$ cat config.mk
export PLATFORM = sky130hd
export DESIGN_NAME = sprite_compositor
export DESIGN_NICKNAME = d
export VERILOG_FILES = /design/src/rtl/sprite_pkg.sv /design/src/rtl/sprite_hit_calc.sv /design/src/rtl/sprite_compositor.sv
export SDC_FILE = /design/constraint.sdc
export NUM_CORES = 1
export LEC_CHECK = 0
export ABC_AREA = 1
export CAP_MARGIN = 20
export CORE_AREA = 10 10 208 210
export DETAILED_ROUTE_END_ITERATION = 6
export DIE_AREA = 0 0 218 220
export GPL_TIMING_DRIVEN = 0
export HOLD_SLACK_MARGIN = 0.03
export PLACE_DENSITY = 0.72
export SETUP_SLACK_MARGIN = 0.1
export SKIP_LAST_GASP = 1
export SLEW_MARGIN = 20
export SYNTH_ARGS = -nofsm -noshare
export SYNTH_HDL_FRONTEND = slang
export SYNTH_SLANG_ARGS = --single-unit
$ cat constraint.sdc
create_clock -name HCLK -period 7 [get_ports HCLK]
set_input_delay 1.4 -clock HCLK [delete_from_list [all_inputs] [get_ports HCLK]]
set_output_delay 1.4 -clock HCLK [all_outputs]
set_load 0.01 [all_outputs]
$ cat src/rtl/sprite_pkg.sv
// Shared types and constants for the sprite compositor: sprite geometry,
// the layout of a RAM's position word, and the RGB colour type.
package sprite_pkg;

  localparam int SPRITE_SIZE = 16;
  localparam int POS_W       = 10;
  localparam int X_LSB       = 0;
  localparam int Y_LSB       = 10;
  localparam int EN_BIT      = 20;

  typedef logic [23:0] rgb_t;

  typedef struct packed {
    logic             en;
    logic [POS_W-1:0] y;
    logic [POS_W-1:0] x;
  } sprite_pos_t;

  // Word 0 of a sprite RAM carries {en, y, x} in its low 21 bits.
  function automatic sprite_pos_t pos_from_word(input logic [31:0] word);
    sprite_pos_t p;
    p.x  = word[X_LSB +: POS_W];
    p.y  = word[Y_LSB +: POS_W];
    p.en = word[EN_BIT];
    return p;
  endfunction

endpackage

$ cat src/rtl/sprite_hit_calc.sv
// Combinational coverage test of one pixel against one shadowed sprite
// position, producing the RAM's row/column offsets when the pixel is covered.
module sprite_hit_calc
  import sprite_pkg::*;
#(
  parameter int COORD_W = 10
) (
  input  logic [COORD_W-1:0] pixel_x,
  input  logic [COORD_W-1:0] pixel_y,
  input  logic               pixel_valid,
  input  sprite_pos_t        pos,
  output logic               hit,
  output logic [3:0]         rel_x,
  output logic [3:0]         rel_y
);

  // One extra bit so a sprite near the right/bottom edge never wraps to 0.
  localparam int EW = COORD_W + 1;

  logic [EW-1:0] px, py, sx, sy, dx, dy;
  logic          in_x, in_y;

  always_comb begin
    px    = {1'b0, pixel_x};
    py    = {1'b0, pixel_y};
    sx    = EW'(pos.x);
    sy    = EW'(pos.y);
    dx    = px - sx;
    dy    = py - sy;
    in_x  = (px >= sx) && (px < sx + EW'(SPRITE_SIZE));
    in_y  = (py >= sy) && (py < sy + EW'(SPRITE_SIZE));
    hit   = pos.en && pixel_valid && in_x && in_y;
    rel_x = hit ? dx[3:0] : 4'd0;
    rel_y = hit ? dy[3:0] : 4'd0;
  end

  wire unused_diff = ^{dx[EW-1:4], dy[EW-1:4]};

endmodule

$ cat src/rtl/sprite_compositor.sv
// Two-stage sprite compositor: stage A hit-tests against per-frame shadowed
// positions, stage B picks the highest-priority opaque pixel.
// Optional sticky collision flags are built when SPRITE_COLLISION_EN is defined.
module sprite_compositor
  import sprite_pkg::*;
#(
  parameter int          NUM_SPRITES     = 5,
  parameter logic [23:0] TRANSPARENT_KEY = 24'hFF00FF,
  parameter int          COORD_W         = 10
) (
  input  logic                      HCLK,
  input  logic                      HRESET,
  input  logic [COORD_W-1:0]        pixel_x,
  input  logic [COORD_W-1:0]        pixel_y,
  input  logic                      pixel_valid,
  input  logic                      frame_start,
  input  logic [32*NUM_SPRITES-1:0] sprite_data,
  output logic [NUM_SPRITES-1:0]    in_sprite,
  output logic [4*NUM_SPRITES-1:0]  rel_x,
  output logic [4*NUM_SPRITES-1:0]  rel_y,
  input  logic [32*NUM_SPRITES-1:0] sprite_pixel,
  output logic                      out_valid,
  output logic                      out_hit,
  output logic [23:0]               out_colour,
  output logic [2:0]                out_id,
  output logic [NUM_SPRITES-1:0]    collision
);

  sprite_pos_t               shadow_reg [NUM_SPRITES];
  logic [NUM_SPRITES-1:0]    hit_c;
  logic [3:0]                rel_x_c [NUM_SPRITES];
  logic [3:0]                rel_y_c [NUM_SPRITES];

  logic                      v_a_reg;
  logic [NUM_SPRITES-1:0]    in_sprite_reg;
  logic [4*NUM_SPRITES-1:0]  rel_x_reg;
  logic [4*NUM_SPRITES-1:0]  rel_y_reg;

  logic                      out_valid_reg;
  logic                      out_hit_reg;
  rgb_t                      out_colour_reg;
  logic [2:0]                out_id_reg;

  logic [NUM_SPRITES-1:0]    opaque_c;
  logic                      win_found_c;
  logic [2:0]                win_idx_c;
  rgb_t                      win_rgb_c;

  genvar gi;
  generate
    for (gi = 0; gi < NUM_SPRITES; gi++) begin : g_sprite
      sprite_hit_calc #(
        .COORD_W (COORD_W)
      ) u_hit (
        .pixel_x     (pixel_x),
        .pixel_y     (pixel_y),
        .pixel_valid (pixel_valid),
        .pos         (shadow_reg[gi]),
        .hit         (hit_c[gi]),
        .rel_x       (rel_x_c[gi]),
        .rel_y       (rel_y_c[gi])
      );

      wire unused_hi = ^{sprite_data[32*gi+21 +: 11], sprite_pixel[32*gi+24 +: 8]};
    end
  endgenerate

  // Positions only change at frame_start, so a frame is never torn by CPU writes.
  always_ff @(posedge HCLK or posedge HRESET) begin
    if (HRESET) begin
      for (int i = 0; i < NUM_SPRITES; i++) shadow_reg[i] <= '0;
    end else if (frame_start) begin
      for (int i = 0; i < NUM_SPRITES; i++)
        shadow_reg[i] <= pos_from_word(sprite_data[32*i +: 32]);
    end
  end

  // Stage A: RAM addressing.
  always_ff @(posedge HCLK or posedge HRESET) begin
    if (HRESET) begin
      v_a_reg       <= 1'b0;
      in_sprite_reg <= '0;
      rel_x_reg     <= '0;
      rel_y_reg     <= '0;
    end else begin
      v_a_reg       <= pixel_valid;
      in_sprite_reg <= hit_c;
      for (int i = 0; i < NUM_SPRITES; i++) begin
        rel_x_reg[4*i +: 4] <= rel_x_c[i];
        rel_y_reg[4*i +: 4] <= rel_y_c[i];
      end
    end
  end

  always_comb begin
    for (int i = 0; i < NUM_SPRITES; i++)
      opaque_c[i] = in_sprite_reg[i] && (rgb_t'(sprite_pixel[32*i +: 24]) != TRANSPARENT_KEY);
  end

  // Scan from the lowest priority upward so the lowest opaque index wins.
  always_comb begin
    win_found_c = 1'b0;
    win_idx_c   = 3'd0;
    win_rgb_c   = '0;
    for (int i = NUM_SPRITES - 1; i >= 0; i--) begin
      if (opaque_c[i]) begin
        win_found_c = 1'b1;
        win_idx_c   = 3'(i);
        win_rgb_c   = sprite_pixel[32*i +: 24];
      end
    end
  end

  // Stage B: registered colour towards the VGA mixer.
  always_ff @(posedge HCLK or posedge HRESET) begin
    if (HRESET) begin
      out_valid_reg  <= 1'b0;
      out_hit_reg    <= 1'b0;
      out_colour_reg <= '0;
      out_id_reg     <= 3'd0;
    end else begin
      out_valid_reg  <= v_a_reg;
      out_hit_reg    <= v_a_reg && win_found_c;
      out_colour_reg <= (v_a_reg && win_found_c) ? win_rgb_c : '0;
      out_id_reg     <= (v_a_reg && win_found_c) ? win_idx_c : 3'd0;
    end
  end

`ifdef SPRITE_COLLISION_EN
  logic [NUM_SPRITES-1:0] collision_reg;
  logic                   multi_c;

  assign multi_c = |(opaque_c & (opaque_c - NUM_SPRITES'(1)));

  // A set in the frame_start cycle survives the clear.
  always_ff @(posedge HCLK or posedge HRESET) begin
    if (HRESET)
      collision_reg <= '0;
    else
      collision_reg <= (frame_start ? '0 : collision_reg) | (multi_c ? opaque_c : '0);
  end

  assign collision = collision_reg;
`else
  assign collision = '0;
`endif

  assign in_sprite  = in_sprite_reg;
  assign rel_x      = rel_x_reg;
  assign rel_y      = rel_y_reg;
  assign out_valid  = out_valid_reg;
  assign out_hit    = out_hit_reg;
  assign out_colour = out_colour_reg;
  assign out_id     = out_id_reg;

endmodule

==> reports/metrics.yaml <==
ys_types: 32
worstMarginPinSlew_ps: 879
start_kind: "input port"
cp_max_fo: 10
grt_max_degree: 76
fin_crit_sh_pct: 54.1
drive_above_1_share_pct: 5.29
synth_seq_cells: 180
max-clock-path-buffers: 2
hold_viol: 0
place.gp.congestion: 0.915
wire_per_inst_um: 19.4
post-route-drc-count: 0
dp.final_hpwl_um: 42200
final.setup_skew_ps: 10.4
synth_commonest_cells: "nand2_1 (359), inv_1 (253), dfrtp_1 (180)"
core-area_um2: 39300
routed_via_density: 4.97
postRouteAntennaNets: 0
status: "complete, no violations"
p_int_mw: 2.04
synth_top_area_share_pct: 33.2
cts_setup_buffers: 0
fmax_mhz: 264
port_buffers: 321
largest_reg_flops: 105
syn_area_per_cell_um2: 7.62
endpoint_kind: "register"
synth_area_um2: 13600
synth_flop_cell: "dfrtp_1"
grt_antenna_before_repair: 2
drtPass1Iterations: 5
yosys-top-cells-area: "dfrtp_1 (33%), ha_1 (16%), nand2_1 (9.9%), inv_1 (7.0%), nand3_1 (5.1%)"
initial_core_util_pct: 34.5
cts.sink_count: 180
fin_setup_tns_ps: 0
place_area_um2: 17500
core.rowCount: 73
clkPwrFrac_pct: 32.6
yosysWarnings: 0
h-tree-depth: 4
grt_pass1_vias: 13900
arrival_ps: 4160
final_util_pct: 46.1
die_height_um: 220
syn_to_final_growth_pct: 33.5
drtIter0Drc: 736
async_reset_ff_share_pct: 100
pwr-share-seq_pct: 37.5
cts_buffers: 17
dieArea_um2: 48000
fin_cells: 2665
worstSkewPairLatency_ps: 460
comb_power_share_pct: 29.9
ioPinCount: 423
final_nets: 2649
max_cap_viol_count: 0
cp.required_ps: 7370
cts.clk_slew.worst_paths_ps: 70
design_area_um2: 18100
period_needed_ps: 3790
drt-total-wl_um: 51600
die_w_um: 218
synth_edf_count: 0
grt_pass1_wl_um: 78500
cts_tree: "yes"
ir_worst_vdd_mv: 0.182
slew_headroom_pct: 41.4
p_per_area_nw_per_um2: 169
yosysMostFrequentCell: "nand2_1"
slew_violations: 0
synthCells: 1779
grt-ovfl-total: 0
cts_root_buf: "clkbuf_16"
synth_seq_area_share_pct: 33.2
critical_path_class: "in -> reg"
setup_viol: 0
post_cts_resized: 0
swShare_pct: 33.2
power_mw: 3.05
min_path_type: "reg -> reg"
rsz0062_at_grt: "no"
vias: 13200
p_leak_nw: 8.75
power_switching_mw: 1.01
dp_cells: 2631
synth_area_leader_cell: "dfrtp_1"
grtUsageTotal_pct: 21.3
cts_hold_buf: 0
critical path: stages:
cell and delay, ps:
clkdlybuf4s50_1 810, ha_1 540, nand2_1 90, o21ai_0 190, nand2_1 70, nand4_1 70, nand3_1 70, nor2_1 290
nand2_1 380, nor2_1 230
metrics by stage:
step	hold slack, ps	worst slack [ps]
after floorplan	352	713
after global placement	362	-2160
after detailed placement	361	2760
after CTS	376	3250
after global routing	407	3040
final	376	3210
placed cells by master, fill, tap and decap left out, drive strengths merged:
| cell type | n |
|---|---|
| nand2 | 369 |
| clkdlybuf4s50 | 321 |
| inv | 258 |
| dfrtp | 180 |
| nor2 | 172 |
| ha | 170 |
| nand3 | 149 |
| o21ai | 119 |
| a21oi | 99 |
| clkbuf | 43 |
| xor2 | 40 |
| nand4 | 35 |
| buf | 35 |
| nor3 | 32 |
| nand3b | 30 |
| xnor2 | 20 |
| mux2 | 15 |
| o21a | 11 |
| fa | 10 |
| or2 | 8 |
| clkinv | 7 |
| nor4 | 5 |
| conb | 5 |
| clkinvlp | 3 |
| diode | 2 |
| bufinv | 2 |
final cells by class:
type / instances / area [um2]
fill: 3869 / 21200
multi-input combinational: 1289 / 7820
sequential: 180 / 4500
timing repair buffer: 323 / 3270
inverter: 257 / 972
tap: 525 / 657
clock buffer: 19 / 433
buffer: 57 / 290
clock inverter: 13 / 151
antenna: 2 / 5.00
layer usage:
layer	GRT usage, %	share of wire [%]	vias up
met5	0	0	-
met4	8.26	3.1	0
met3	4.85	6.6	77
met2	37.5	48	464
met1	24.7	42	6217
li1	-	-	6474
cells by family after synthesis:
kind of cell             synth area share [%]
XOR/XNOR                                 3.87
flip-flops                               33.2
adder cells (fa/ha/maj)                  17.2
other                                  0.0276
multiplexers                             1.25
AO/OA/AOI/OAI                            8.65
AND/OR/NAND/NOR                          26.6
buffers and inverters                    9.25
power by group through the flow:
stage / Sequential [mW] / Combinational [mW] / Clock [mW]
3_5_place_dp: 1.16 / 0.904 / 0
6_report: 1.14 / 0.913 / 0.995
2_1_floorplan: 1.16 / 0.534 / 0
4_1_cts: 1.14 / 0.913 / 1.02
3_3_place_gp: 1.16 / 0.873 / 0
5_1_grt: 1.15 / 1.03 / 1.06
worst paths after layout:
kind | start | to | slack, ps | depth (start not counted)
max in group asynchronous | HRESET | rel_y[7] | 4620 | 4
max | pixel_y[5] | rel_y[6] | 3210 | 10
max reg2reg | shadow_reg[77] | rel_y[6] | 4370 | 11
min in group asynchronous | HRESET | in_sprite[3] | 1310 | 2
min reg2reg | v_a_reg | out_valid | 380 | 0
min | v_a_reg | out_valid | 380 | 0
Note: power is estimated with default switching activity, not from simulation.
